## src/rtl/imem_ctrl_pkg.sv

```systemverilog
// imem_ctrl_pkg: shared sizes, masks and FSM encodings for the instruction
// memory controller.
//   WORD_SIZE  - address width in bits
//   BLOCK_SIZE - one memory block (16 bytes) in bits
//   BYTE_SIZE  - bits per byte
//   LINE_MASK  - clears the low 7 address bits to form the fetch line address
package imem_ctrl_pkg;

    localparam int WORD_SIZE  = 32;
    localparam int BLOCK_SIZE = 128;
    localparam int BYTE_SIZE  = 8;

    localparam logic [WORD_SIZE-1:0] LINE_MASK = ~32'd127;

    // Arbiter pointer values: which requester was granted last.
    localparam logic LAST_FETCH = 1'b0;
    localparam logic LAST_WRITE = 1'b1;

    typedef enum logic [2:0] {
        ST_IDLE     = 3'd0,
        ST_RD_ISSUE = 3'd1,
        ST_RD_WAIT  = 3'd2,
        ST_WR_ISSUE = 3'd3,
        ST_DONE     = 3'd4
    } state_e;

endpackage

```

## src/rtl/imem_ctrl_rr_arb2.sv

```systemverilog
// rr_arb2: two-way round-robin arbiter.
//   req[0] = fetch, req[1] = write
//   en     - arbitration allowed this cycle (controller idle)
//   gnt    - one-hot grant, combinational from req/en/last
//   last   - requester granted most recently (LAST_FETCH / LAST_WRITE)
module rr_arb2
    import imem_ctrl_pkg::*;
(
    input  logic       clk,
    input  logic       rst_n,
    input  logic       en,
    input  logic [1:0] req,
    output logic [1:0] gnt,
    output logic       last
);

    logic last_q, last_d;

    always_comb begin
        gnt = 2'b00;
        if (en) begin
            case (req)
                2'b01:   gnt = 2'b01;
                2'b10:   gnt = 2'b10;
                // Tie: hand the grant to whoever did not win last time.
                2'b11:   gnt = (last_q == LAST_WRITE) ? 2'b01 : 2'b10;
                default: gnt = 2'b00;
            endcase
        end
        last_d = last_q;
        if (gnt != 2'b00) last_d = gnt[1];
    end

    // Reset to "write" so a fetch wins the first tie.
    always_ff @(posedge clk or negedge rst_n) begin
        if (!rst_n) last_q <= LAST_WRITE;
        else        last_q <= last_d;
    end

    assign last = last_q;

endmodule

```

## src/rtl/imem_ctrl.sv

```systemverilog
// imem_ctrl: owns the single instruction-memory port. Arbitrates a two-block
// fetch refill against a one-block write, strobes the memory and waits out
// its registered read latency before returning data.
//   f_req/f_addr -> f_ack/f_data/f_line : fetch requester
//   w_req/w_addr/w_data -> w_ack        : write requester
//   mem_addr/mem_readable/mem_writable/mem_write, mem_out1/mem_out2 : memory
//   busy : controller not idle
module imem_ctrl
    import imem_ctrl_pkg::*;
#(
    parameter int unsigned MEM_LAT = 1   // 1..7
) (
    input  logic                    clk,
    input  logic                    rst_n,
    input  logic                    f_req,
    input  logic [WORD_SIZE-1:0]    f_addr,
    output logic                    f_ack,
    output logic [2*BLOCK_SIZE-1:0] f_data,
    output logic [WORD_SIZE-1:0]    f_line,
    input  logic                    w_req,
    input  logic [WORD_SIZE-1:0]    w_addr,
    input  logic [BLOCK_SIZE-1:0]   w_data,
    output logic                    w_ack,
    output logic [WORD_SIZE-1:0]    mem_addr,
    output logic                    mem_readable,
    output logic                    mem_writable,
    output logic [BLOCK_SIZE-1:0]   mem_write,
    input  logic [BLOCK_SIZE-1:0]   mem_out1,
    input  logic [BLOCK_SIZE-1:0]   mem_out2,
    output logic                    busy
);

    localparam logic [2:0] LAT_LAST = 3'(MEM_LAT - 1);

    state_e                  state_q, state_d;
    logic [2:0]              cnt_q, cnt_d;
    logic                    f_ack_q, f_ack_d;
    logic                    w_ack_q, w_ack_d;
    logic [2*BLOCK_SIZE-1:0] f_data_q, f_data_d;
    logic [WORD_SIZE-1:0]    f_line_q, f_line_d;
    logic [WORD_SIZE-1:0]    mem_addr_q, mem_addr_d;
    logic [BLOCK_SIZE-1:0]   mem_write_q, mem_write_d;

    logic [1:0] gnt;
    logic       arb_last;

    rr_arb2 u_arb (
        .clk   (clk),
        .rst_n (rst_n),
        .en    (state_q == ST_IDLE),
        .req   ({w_req, f_req}),
        .gnt   (gnt),
        .last  (arb_last)
    );

    always_comb begin
        state_d     = state_q;
        cnt_d       = cnt_q;
        f_ack_d     = 1'b0;
        w_ack_d     = 1'b0;
        f_data_d    = f_data_q;
        f_line_d    = f_line_q;
        mem_addr_d  = mem_addr_q;
        mem_write_d = mem_write_q;
        case (state_q)
            ST_IDLE: begin
                if (gnt[0]) begin
                    mem_addr_d = f_addr;
                    state_d    = ST_RD_ISSUE;
                end else if (gnt[1]) begin
                    mem_addr_d  = w_addr;
                    mem_write_d = w_data;
                    state_d     = ST_WR_ISSUE;
                end
            end
            ST_RD_ISSUE: begin
                cnt_d   = 3'd0;
                state_d = ST_RD_WAIT;
            end
            ST_RD_WAIT: begin
                // The memory output moved on the strobe edge; sample it only
                // after MEM_LAT full wait cycles.
                if (cnt_q == LAT_LAST) begin
                    cnt_d    = 3'd0;
                    f_data_d = {mem_out1, mem_out2};
                    f_line_d = mem_addr_q & LINE_MASK;
                    f_ack_d  = 1'b1;
                    state_d  = ST_DONE;
                end else begin
                    cnt_d = cnt_q + 3'd1;
                end
            end
            ST_WR_ISSUE: begin
                w_ack_d = 1'b1;
                state_d = ST_DONE;
            end
            ST_DONE:  state_d = ST_IDLE;
            default:  state_d = ST_IDLE;
        endcase
    end

    always_ff @(posedge clk or negedge rst_n) begin
        if (!rst_n) begin
            state_q     <= ST_IDLE;
            cnt_q       <= 3'd0;
            f_ack_q     <= 1'b0;
            w_ack_q     <= 1'b0;
            f_data_q    <= '0;
            f_line_q    <= '0;
            mem_addr_q  <= '0;
            mem_write_q <= '0;
        end else begin
            state_q     <= state_d;
            cnt_q       <= cnt_d;
            f_ack_q     <= f_ack_d;
            w_ack_q     <= w_ack_d;
            f_data_q    <= f_data_d;
            f_line_q    <= f_line_d;
            mem_addr_q  <= mem_addr_d;
            mem_write_q <= mem_write_d;
        end
    end

    // Strobes decode straight from state so an async reset kills them at once.
    assign mem_readable = (state_q == ST_RD_ISSUE);
    assign mem_writable = (state_q == ST_WR_ISSUE);
    assign busy         = (state_q != ST_IDLE);

    assign f_ack     = f_ack_q;
    assign w_ack     = w_ack_q;
    assign f_data    = f_data_q;
    assign f_line    = f_line_q;
    assign mem_addr  = mem_addr_q;
    assign mem_write = mem_write_q;

endmodule

```

## config.mk

```make
export PLATFORM = sky130hd
export DESIGN_NAME = imem_ctrl
export DESIGN_NICKNAME = d
export VERILOG_FILES = /design/src/rtl/imem_ctrl_pkg.sv /design/src/rtl/imem_ctrl_rr_arb2.sv /design/src/rtl/imem_ctrl.sv
export SDC_FILE = /design/constraint.sdc
export NUM_CORES = 1
export LEC_CHECK = 0
export ABC_AREA = 0
export BUFFER_PORTS_ARGS = -buffer_cell sky130_fd_sc_hd__buf_2
export CORE_AREA = 2 2 348 350
export DETAILED_ROUTE_END_ITERATION = 12
export DIE_AREA = 0 0 350 352
export HOLD_SLACK_MARGIN = 0.12
export PLACE_DENSITY = 0.42
export SLEW_MARGIN = 20
export SYNTH_ARGS = -nofsm -noshare
export SYNTH_HDL_FRONTEND = slang
export SYNTH_SLANG_ARGS = --single-unit
```

## constraint.sdc

```tcl
create_clock -name clk -period 2.2 [get_ports clk]
set_input_delay 0.22 -clock clk [delete_from_list [all_inputs] [get_ports clk]]
set_output_delay 0.22 -clock clk [all_outputs]
set_load 0.03 [all_outputs]
```

==> Word-level counts from Yosys, hierarchy flattened <==
Cells that the tools add are included.
{ "totals": {"mem_count": 0, "output_inout_bits": 453, "ram_bits": 0, "input_bits": 452, "reg_bits": 450, "latchBits": 0, "mem_bits_ro": 0, "wordCells": 42} }
{ "op_classes": {"n_reduce_logical": 9, "addsub": 1, "mux": 14, "n_eq_ne": 8, "shifts": 0, "div": 0, "multipliers": 0, "order_cmp": 0, "bitwise_logic": 1} }
{ "op_table": {"columns": ["op", "n"], "rows": [
  ["2-to-1 mux 32 bit", 2],
  ["2-to-1 mux 3 bit", 4],
  ["case mux 3 bit (4 select lines)", 1],
  ["== test 3 x 2 -> 1 bit, second input constant", 2],
  ["zero test 3 bit", 2],
  ["case mux 2 bit (3 select lines)", 1],
  ["case mux 3 bit (2 select lines)", 1],
  ["AND reduction 2 bit", 3],
  ["== test 2 bit, second input constant", 2],
  ["2-to-1 mux 2 bit", 2],
  ["nonzero test 2 bit", 2],
  ["adder 3 x 1 -> 3 bit, second input constant", 1],
  ["== test 3 x 1 -> 1 bit, second input constant", 1],
  ["2-to-1 mux 1 bit", 3],
  ["!= test 3 bit, second input constant", 1],
  ["AND reduction 3 bit", 1],
  ["nonzero test 3 bit", 1],
  ["== test 2 x 1 -> 1 bit, second input constant", 1],
  ["!= test 2 bit, second input constant", 1],
  ["inverter 1 bit", 1]
]} }

==> Depth between registers and ports, before layout <==
Gate-level depths: netlist (run 1).
{ "logic_depth": {"word_depth": 6, "depth_mapped": 8, "depth_no_buf": 6} }

==> By module <==
A second synthesis (run 1) with hierarchy kept.
{ "hier_totals": {"hier_cells": 1027, "hier_area_um2": 18242.5} }
{ "modules_own_cells": {"columns": ["mod", "area_per_inst_um2", "n_inst", "seq_area_each_um2", "cells_per_inst"], "rows": [
  ["imem_ctrl", 18179.9, 1, 11235.8, 1019],
  ["rr_arb2", 62.6, 1, 26.3, 8]
]} }

==> Worst setup path before layout (run 1) <==
No wires, ideal clock.
{ "synth_timing": {"path_type": "register -> register", "startpoint": "register cnt_q[0]", "endpoint": "register f_data_q[226] (netlist: f_data[226])", "n_path_buf": 2, "slack_ns": 0.224, "setup_ns": 0.128, "arrival_ns": 1.848, "stages_incl_launch_ff": 9, "required_time_ns": 2.072, "period_less_slack_ns": 1.976, "path_cell_list": "dfrtp_1 inv_1 ha_1 nor2b_1 nand3_2 inv_2 buf_2 buf_4 mux2_1"} }
{ "synth_between": {"elab_chain_len": 2} }
{ "synth_lines": {"columns": ["item", "line_no", "rtl"], "rows": [
  ["start: declaration", "imem_ctrl.sv:36", "logic [2:0] cnt_q, cnt_d;"],
  ["start signal: assignment", "imem_ctrl.sv:114", "cnt_q <= cnt_d;"],
  ["zero test 3 bit", "imem_ctrl.sv:83", "if (cnt_q == LAT_LAST) begin"],
  ["AND reduction 2 bit (no source line)", null, null],
  ["end signal: assignment", "imem_ctrl.sv:117", "f_data_q <= f_data_d;"],
  ["end: declaration", "imem_ctrl.sv:39", "logic [2*BLOCK_SIZE-1:0] f_data_q, f_data_d;"]
]} }
Every way passes these cells.
A chain may end at the register's enable or synchronous reset.

==> Worst setup path after layout (run 1) <==
{ "layout_timing": {"startpoint": "register cnt_q[1]", "endpoint": "register f_data_q[218] (netlist: f_data[218])"} }
The elaborated chain is that of the path after synthesis.

==> results of run 1 <==
==> flip-flops by register name (all words and copies together), names as in the netlist <==
signal / flops
f_data: 256
cnt_q: 3
f_ack: 1
u_arb.last: 1
mem_addr: 32
w_ack: 1
state_q: 3
f_line: 25
mem_write: 128
==> cell type report <==
cell class | instances | area share (%)
Sequential cell | 450 | 36.8
Timing Repair Buffer | 1419 | 32.1
Multi-Input combinational cell | 577 | 18.3
Tap cell | 1612 | 6.59
Clock buffer | 82 | 5.43
Clock inverter | 22 | 0.667
Inverter | 7 | 0.110
Antenna cell | 3 | 0.0245
==> worst reg2reg max path: stages, from the launching register on <==
cell and delay (ns):
dfrtp_1 0.41, inv_1 0.07, ha_1 0.15, nor2b_1 0.21
nand3_2 0.17, inv_8 0.16, buf_12 0.22, buf_4 0.26
mux2_1 0.33
==> stage by stage <==
step                std cells  util (%)
floorplan                1114         -
global placement         3612      20.3
detailed placement       3612      20.3
CTS                      4169      25.6
global route             4169      25.6
finish                   4172      25.6
==> power breakdown <==
group          switching [mW]  internal [mW]  total, mW
clock network            3.83           5.47       9.30
logic                    15.4           7.97       23.4
registers                2.25           12.6       14.9
==> per-layer routing <==
layer,GRT usage (%),share of wire (%),vias up
met1,12.3,39,7288
met2,19.3,49,591
li1,-,-,6814
met5,0,0.085,-
met4,4.14,3.4,10
met3,3.51,8.3,126
==> how the worst min path moves through the flow <==
stage / cells after the start / slack, ns / to
2_1_floorplan: 0 / -0.08 / cnt_q[0]$_DFFE_PN0P_
3_3_place_gp: 1 / 0.26 / mem_write[11]$_DFFE_PN0P_
3_5_place_dp: 1 / 0.26 / mem_write[11]$_DFFE_PN0P_
4_1_cts: 2 / 0.13 / mem_write[103]$_DFFE_PN0P_
5_1_grt: 2 / 0.17 / mem_write[16]$_DFFE_PN0P_
6_report: 2 / 0.16 / mem_write[103]$_DFFE_PN0P_
==> logic make-up after synthesis <==
family | share of synthesized area, %
AND/OR/NAND/NOR | 2.68
buffers and inverters | 3.22
flip-flops | 64.8
multiplexers | 26.5
AO/OA/AOI/OAI | 2.64
adder cells (fa/ha/maj) | 0.144
other | 0.0216
==> cell usage after synthesis <==
cell / n
a21oi_1: 1
o22ai_1: 1
nand2_1: 2
nor2b_1: 3
nor2_1: 3
nor3_1: 2
clkbuf_1: 24
o21bai_1: 1
a21o_1: 1
or3_1: 2
a21bo_2: 1
o21ai_1: 3
nor3b_1: 1
o21ai_0: 32
nand3_1: 32
ha_1: 2
conb_1: 1
a2bb2oi_1: 1
a21boi_1: 1
buf_4: 33
inv_1: 5
buf_6: 13
and2_1: 1
a31oi_1: 32
dfstp_2: 1
o21a_1: 2
nand2b_1: 1
nand3_2: 1
mux2_1: 409
nor4_1: 32
a22oi_1: 1
buf_2: 10
a32oi_1: 1
inv_2: 2
nor3_4: 1
dfrtp_1: 449
==> timing repair <==
item	CTS	global route
endpoints found under the hold margin	843	0
setup endpoints to repair	1	1
hold buffers	453	0
resized for setup	1	1
pin swaps	0	0
==> metrics.csv, run 1 <==
metric;value;unit
root buf cell;clkbuf_16;
post-synthesis cell type count;36;
result of the run;completed;
reported max-cap violation count;0;
die extent in x;350;um
IO Count;905;
post-synthesis instance area;0.0174;mm2
number of buffers and inverters on the critical path;4;
proportion of synthesized chip area in sequential cells;64.8;%
placement-stage cell area;0.0242;mm2
most frequent standard cell in the layout excluding fill and tap cells;buf_2;
Total Wirelength;70400;um
vias after detailed routing;14800;
die extent in y;352;um
arrival time reported for the critical path endpoint;2.60;ns
Design Power;47.5;mW
R2R Path End;f_data[218]$_DFFE_PN0P_;
remaining design rule violation count;0;
area used by multi-input combinational logic;0.00560;mm2
total leakage power;14.0;nW
Worst slew margin;56.8;%
H-tree lvl count;2;
Max Fanout on Critical Path;20;
most frequent cells in the layout;buf_2 (896), dlygate4sd3_1 (453), dfrtp_1 (449);
TritonRoute pass-1 iters;4;
class of the tightest hold or removal check;in -> async;
clock skew after layout;0.0211;ns
Final Wtd Congestion;0.814;
register clock-pin slew on the reported worst setup and hold paths;0.06;ns
Worst Hold Margin;0.163;ns
total global-route track usage;11.0;%
fraction of the cycle the final worst path needs;95.3;%
number of rows created at floorplan;127;
slowest stage cell, crit path;dfrtp_1;
sort of element at the start of the critical path;flop;
Clock Sinks;450;
total count of hold-check failures in the final report;0;
maximum number of pins on one net before global-route repair;55;
Synthesis Warnings;0;
longest individual stage delay on the worst path;0.41;ns
post-synthesis to final-layout area growth;76.0;%
number of register bits inferred by synthesis;450;
fin nets;2966;
worst reg2reg path startpoint;cnt_q[1]$_DFFE_PN0P_;
fin area;0.0306;mm2
final global-route overflow total;0;
timing-limited maximum frequency;477;MHz
HPWL after DPL;53400;um
setup ws final;0.104;ns
area share of the largest cell type after synthesis;64.6;%
crit path capture type;flop;
Worst Setup SP;cnt_q[1]$_DFFE_PN0P_;
Antenna Violating Nets Remaining;0;
pwr dens;1550;mW/mm2
Post-Synthesis Mean Instance Area;15.7;um2
TritonCTS clock tree;yes;
setup repair after global routing missed its margin;false;
Clock Tree Buf Depth;3;
depth of the most critical reg-to-reg path;8;
setup tns final;0;ns
Core Area;0.119;mm2
Reg area;0.0113;mm2
initial antenna violation count;11;
initial cell density of the core;14.6;%
Syn Inst Count;1108;
worst IR drop on VDD;0.000987;V
worst setup slack for register-to-register paths;0.10;ns
clock insertion delay at the later pin of the skew report;0.63;ns
cell-by-cell listing of the critical path;inv_1 -> ha_1 -> nor2b_1 -> nand3_2 -> inv_8 -> buf_12 -> buf_4 -> mux2_1;
final critical path time including I/O delays and setup;2.10;ns
initial detailed-routing violation count;424;
Via-to-Cell Ratio;3.55;
Port-buffer cells;897;
number of global-route vias before repair;16300;
Worst path depth;8;
leading area contributor after synthesis;dfrtp_1;
Top delay family on crit path;buffers and inverters;
path type of the worst setup path;reg -> reg;
count of pins over their slew limit;0;
filler cell count;12600;
measured slew at the worst slew-check pin;0.649;ns
leading cell types by total area after synthesis;dfrtp_1 (65%), mux2_1 (26%), buf_4 (1.4%);
wire length of the first global-routing pass;103000;um
worst setup path endpoint;f_data[218]$_DFFE_PN0P_;
setup fix buffers added after clock tree synthesis;0;
required time at the endpoint of the critical path;2.70;ns
number of buffers inserted during clock tree synthesis;57;
pre-CTS setup slack;0.0868;ns
fraction of layout cells with a size suffix above 1;41.7;%
Die Footprint;0.123;mm2
final setup vio count;0;
average wire per standard cell;16.9;um
(Power assumes the default switching activity.)
==> run 2: changes to the inputs <==
--- a/config.mk
+++ b/config.mk
@@ -7,11 +7,13 @@
 export LEC_CHECK = 0
 export ABC_AREA = 0
 export BUFFER_PORTS_ARGS = -buffer_cell sky130_fd_sc_hd__buf_2
-export CORE_AREA = 2 2 348 350
+export CELL_PAD_IN_SITES_DETAIL_PLACEMENT = 1
+export CELL_PAD_IN_SITES_GLOBAL_PLACEMENT = 2
+export CORE_AREA = 2 2 353 355
 export DETAILED_ROUTE_END_ITERATION = 12
-export DIE_AREA = 0 0 350 352
+export DIE_AREA = 0 0 355 357
 export HOLD_SLACK_MARGIN = 0.12
-export PLACE_DENSITY = 0.42
+export PLACE_DENSITY = 0.53
 export SLEW_MARGIN = 20
 export SYNTH_ARGS = -nofsm -noshare
 export SYNTH_HDL_FRONTEND = slang
==> run 2 against run 1 <==
- via count is 3.2% higher
- final cell count increased by 1.0%
- hold slack improved by 0.037 ns
- sequential share of layout area down 0.34 points
- routed wire length up 14%
- critical endpoint is now mem_write[52]$_DFFE_PN0P_
- largest cell class unchanged
- sequential cell count stayed put
- largest power group unchanged
- final area increased by 0.95%
- critical path depth unchanged
- count of clock-buffer cells in the layout rose by 2
==> metrics.csv, run 2 (synthesized netlist as in run 1, its figures left out) <==
metric;value;unit
result of the run;completed;
Clock Tree Buf Depth;3;
die extent in y;357;um
path type of the worst setup path;reg -> reg;
pwr dens;1590;mW/mm2
final critical path time including I/O delays and setup;2.10;ns
Worst slew margin;58.6;%
setup repair after global routing missed its margin;true;
setup ws final;0.101;ns
switching power share of the total;45.7;%
post-synthesis to final-layout area growth;77.7;%
number of global-route vias before repair;17700;
root buf cell;clkbuf_16;
Antenna Violating Nets Remaining;0;
Final Wtd Congestion;0.863;
final global-route overflow total;0;
net load switching power;22.5;mW
count of pins over their slew limit;0;
die extent in x;355;um
total leakage power;14.1;nW
total count of hold-check failures in the final report;0;
H-tree lvl count;2;
final setup vio count;0;
fraction of layout cells with a size suffix above 1;41.9;%
Design Power;49.3;mW
Clock Sinks;450;
timing-limited maximum frequency;477;MHz
register clock-pin slew on the reported worst setup and hold paths;0.06;ns
sequential group share of total power;31.1;%
arrival time reported for the critical path endpoint;2.59;ns
most frequent standard cell in the layout excluding fill and tap cells;buf_2;
fraction of the cycle the final worst path needs;95.4;%
worst IR drop on VDD;0.000785;V
maximum number of pins on one net before global-route repair;59;
number of rows created at floorplan;129;
required time at the endpoint of the critical path;2.69;ns
flip-flop count of the largest register after layout;256;
internal power;26.7;mW
final core utilization;25.1;%
Reg area;0.0113;mm2
TritonCTS clock tree;yes;
HPWL after DPL;60400;um
total global-route track usage;12.1;%
sort of element at the start of the critical path;flop;
reported max-cap violation count;0;
Via-to-Cell Ratio;3.63;
initial detailed-routing violation count;427;
number of buffers inserted during clock tree synthesis;57;
Clock Power Share;19.7;%
class of the tightest hold or removal check;in -> async;
area used by multi-input combinational logic;0.00561;mm2
measured slew at the worst slew-check pin;0.621;ns
fin nets;2981;
Total Wirelength;80300;um
clock skew after layout;0.0206;ns
initial antenna violation count;9;
IO Count;905;
most frequent cells in the layout;buf_2 (895), dlygate4sd3_1 (457), dfrtp_1 (448);
crit path capture type;flop;
initial cell density of the core;14.1;%
Max Fanout on Critical Path;27;
filler cell count;13900;
pre-CTS setup slack;0.0913;ns
remaining design rule violation count;0;
share of power burned in combinational logic;49.3;%
Port-buffer cells;897;
clock insertion delay at the later pin of the skew report;0.62;ns
Core Area;0.123;mm2
wire length of the first global-routing pass;117000;um
TritonRoute pass-1 iters;4;
vias after detailed routing;15300;
Die Footprint;0.127;mm2
average wire per standard cell;19.1;um
-- run 2: changes by cell type in the layout (fill, tap and decap cells not counted), moves of 2 or more --
cell / before / now
buf_4: 48 / 57
clkbuf_16: 58 / 62
clkinv_2: 13 / 9
dlygate4sd3_1: 453 / 457
bufinv_16: 2 / 5
diode_2: 3 / 6
buf_12: 20 / 18
clkbuf_1: 12 / 14
-- run 2: layer usage --
metal	GRT usage [%]	wire length (um)	up-vias
li1	-	-	6819
met1	14.0	31600	7810
met2	21.6	41100	579
met3	3.40	5460	100
met4	3.53	2120	2
met5	0	15	-
-- run 2: final timing paths --
check / startpoint / to / slack (ns) / cells after the start
hold reg to reg: f_data[160]$_DFFE_PN0P_ / f_data[160]$_DFFE_PN0P_ / 0.47 / 1
setup reg to reg: state_q[2]$_DFFE_PN0P_ / mem_write[52]$_DFFE_PN0P_ / 0.10 / 8
min in group clk: f_req / state_q[0]$_DFFE_PN0P_ / 0.24 / 5
hold / removal: rst_n / f_data[69]$_DFFE_PN0P_ / 0.20 / 2
max in group asynchronous: rst_n / mem_addr[0]$_DFFE_PN0P_ / 1.14 / 3
setup / recovery: state_q[2]$_DFFE_PN0P_ / mem_write[52]$_DFFE_PN0P_ / 0.10 / 8
-- run 2: stage by stage --
step	std cells	hold slack (ns)	instance area (um2)	TNS, ns
after floorplan	1114	-0.0756	17400	0
after CTS	4200	0.151	30700	0
final	4215	0.199	30900	0
after detailed placement	3639	0.235	24200	0
after global routing	4211	0.190	30900	-0.0100
after global placement	3639	0.235	24200	0
-- run 2: area by class of cell --
| cell class | count | area share (%) |
|---|---|---|
| timing repair buffer | 1434 | 32.3 |
| sequential | 450 | 36.5 |
| multi-input combinational | 577 | 18.2 |
| clock inverter | 20 | 0.786 |
| antenna | 6 | 0.0486 |
| inverter | 7 | 0.134 |
| clock buffer | 84 | 5.44 |
| tap | 1637 | 6.63 |
-- run 2: what timing repair did --
action	CTS	global route
hold endpoints to repair	865	0
hold buffers	457	0
gates resized for setup	5	9
cloned	0	3
setup buffers	0	6
pin swaps	0	1
endpoints found under the setup margin	2	59
-- run 2: critical path: stages (launching register included) --
cell	delay (ns)
dfrtp_1	0.39
buf_6	0.14
nor3_4	0.27
inv_4	0.09
buf_12	0.14
nor2_4	0.11
buf_12	0.21
buf_12	0.21
mux2_1	0.34
-- run 2: power by group through the flow --
| stage | Sequential, mW | Combinational (mW) | Clock [mW] |
|---|---|---|---|
| finish | 15.3 | 24.3 | 9.68 |
| global placement | 15.2 | 22.9 | 0 |
| CTS | 15.4 | 24.0 | 10.1 |
| global route | 15.9 | 25.6 | 10.4 |
| detailed placement | 15.4 | 23.3 | 0 |
| floorplan | 23.1 | 6.45 | 0 |
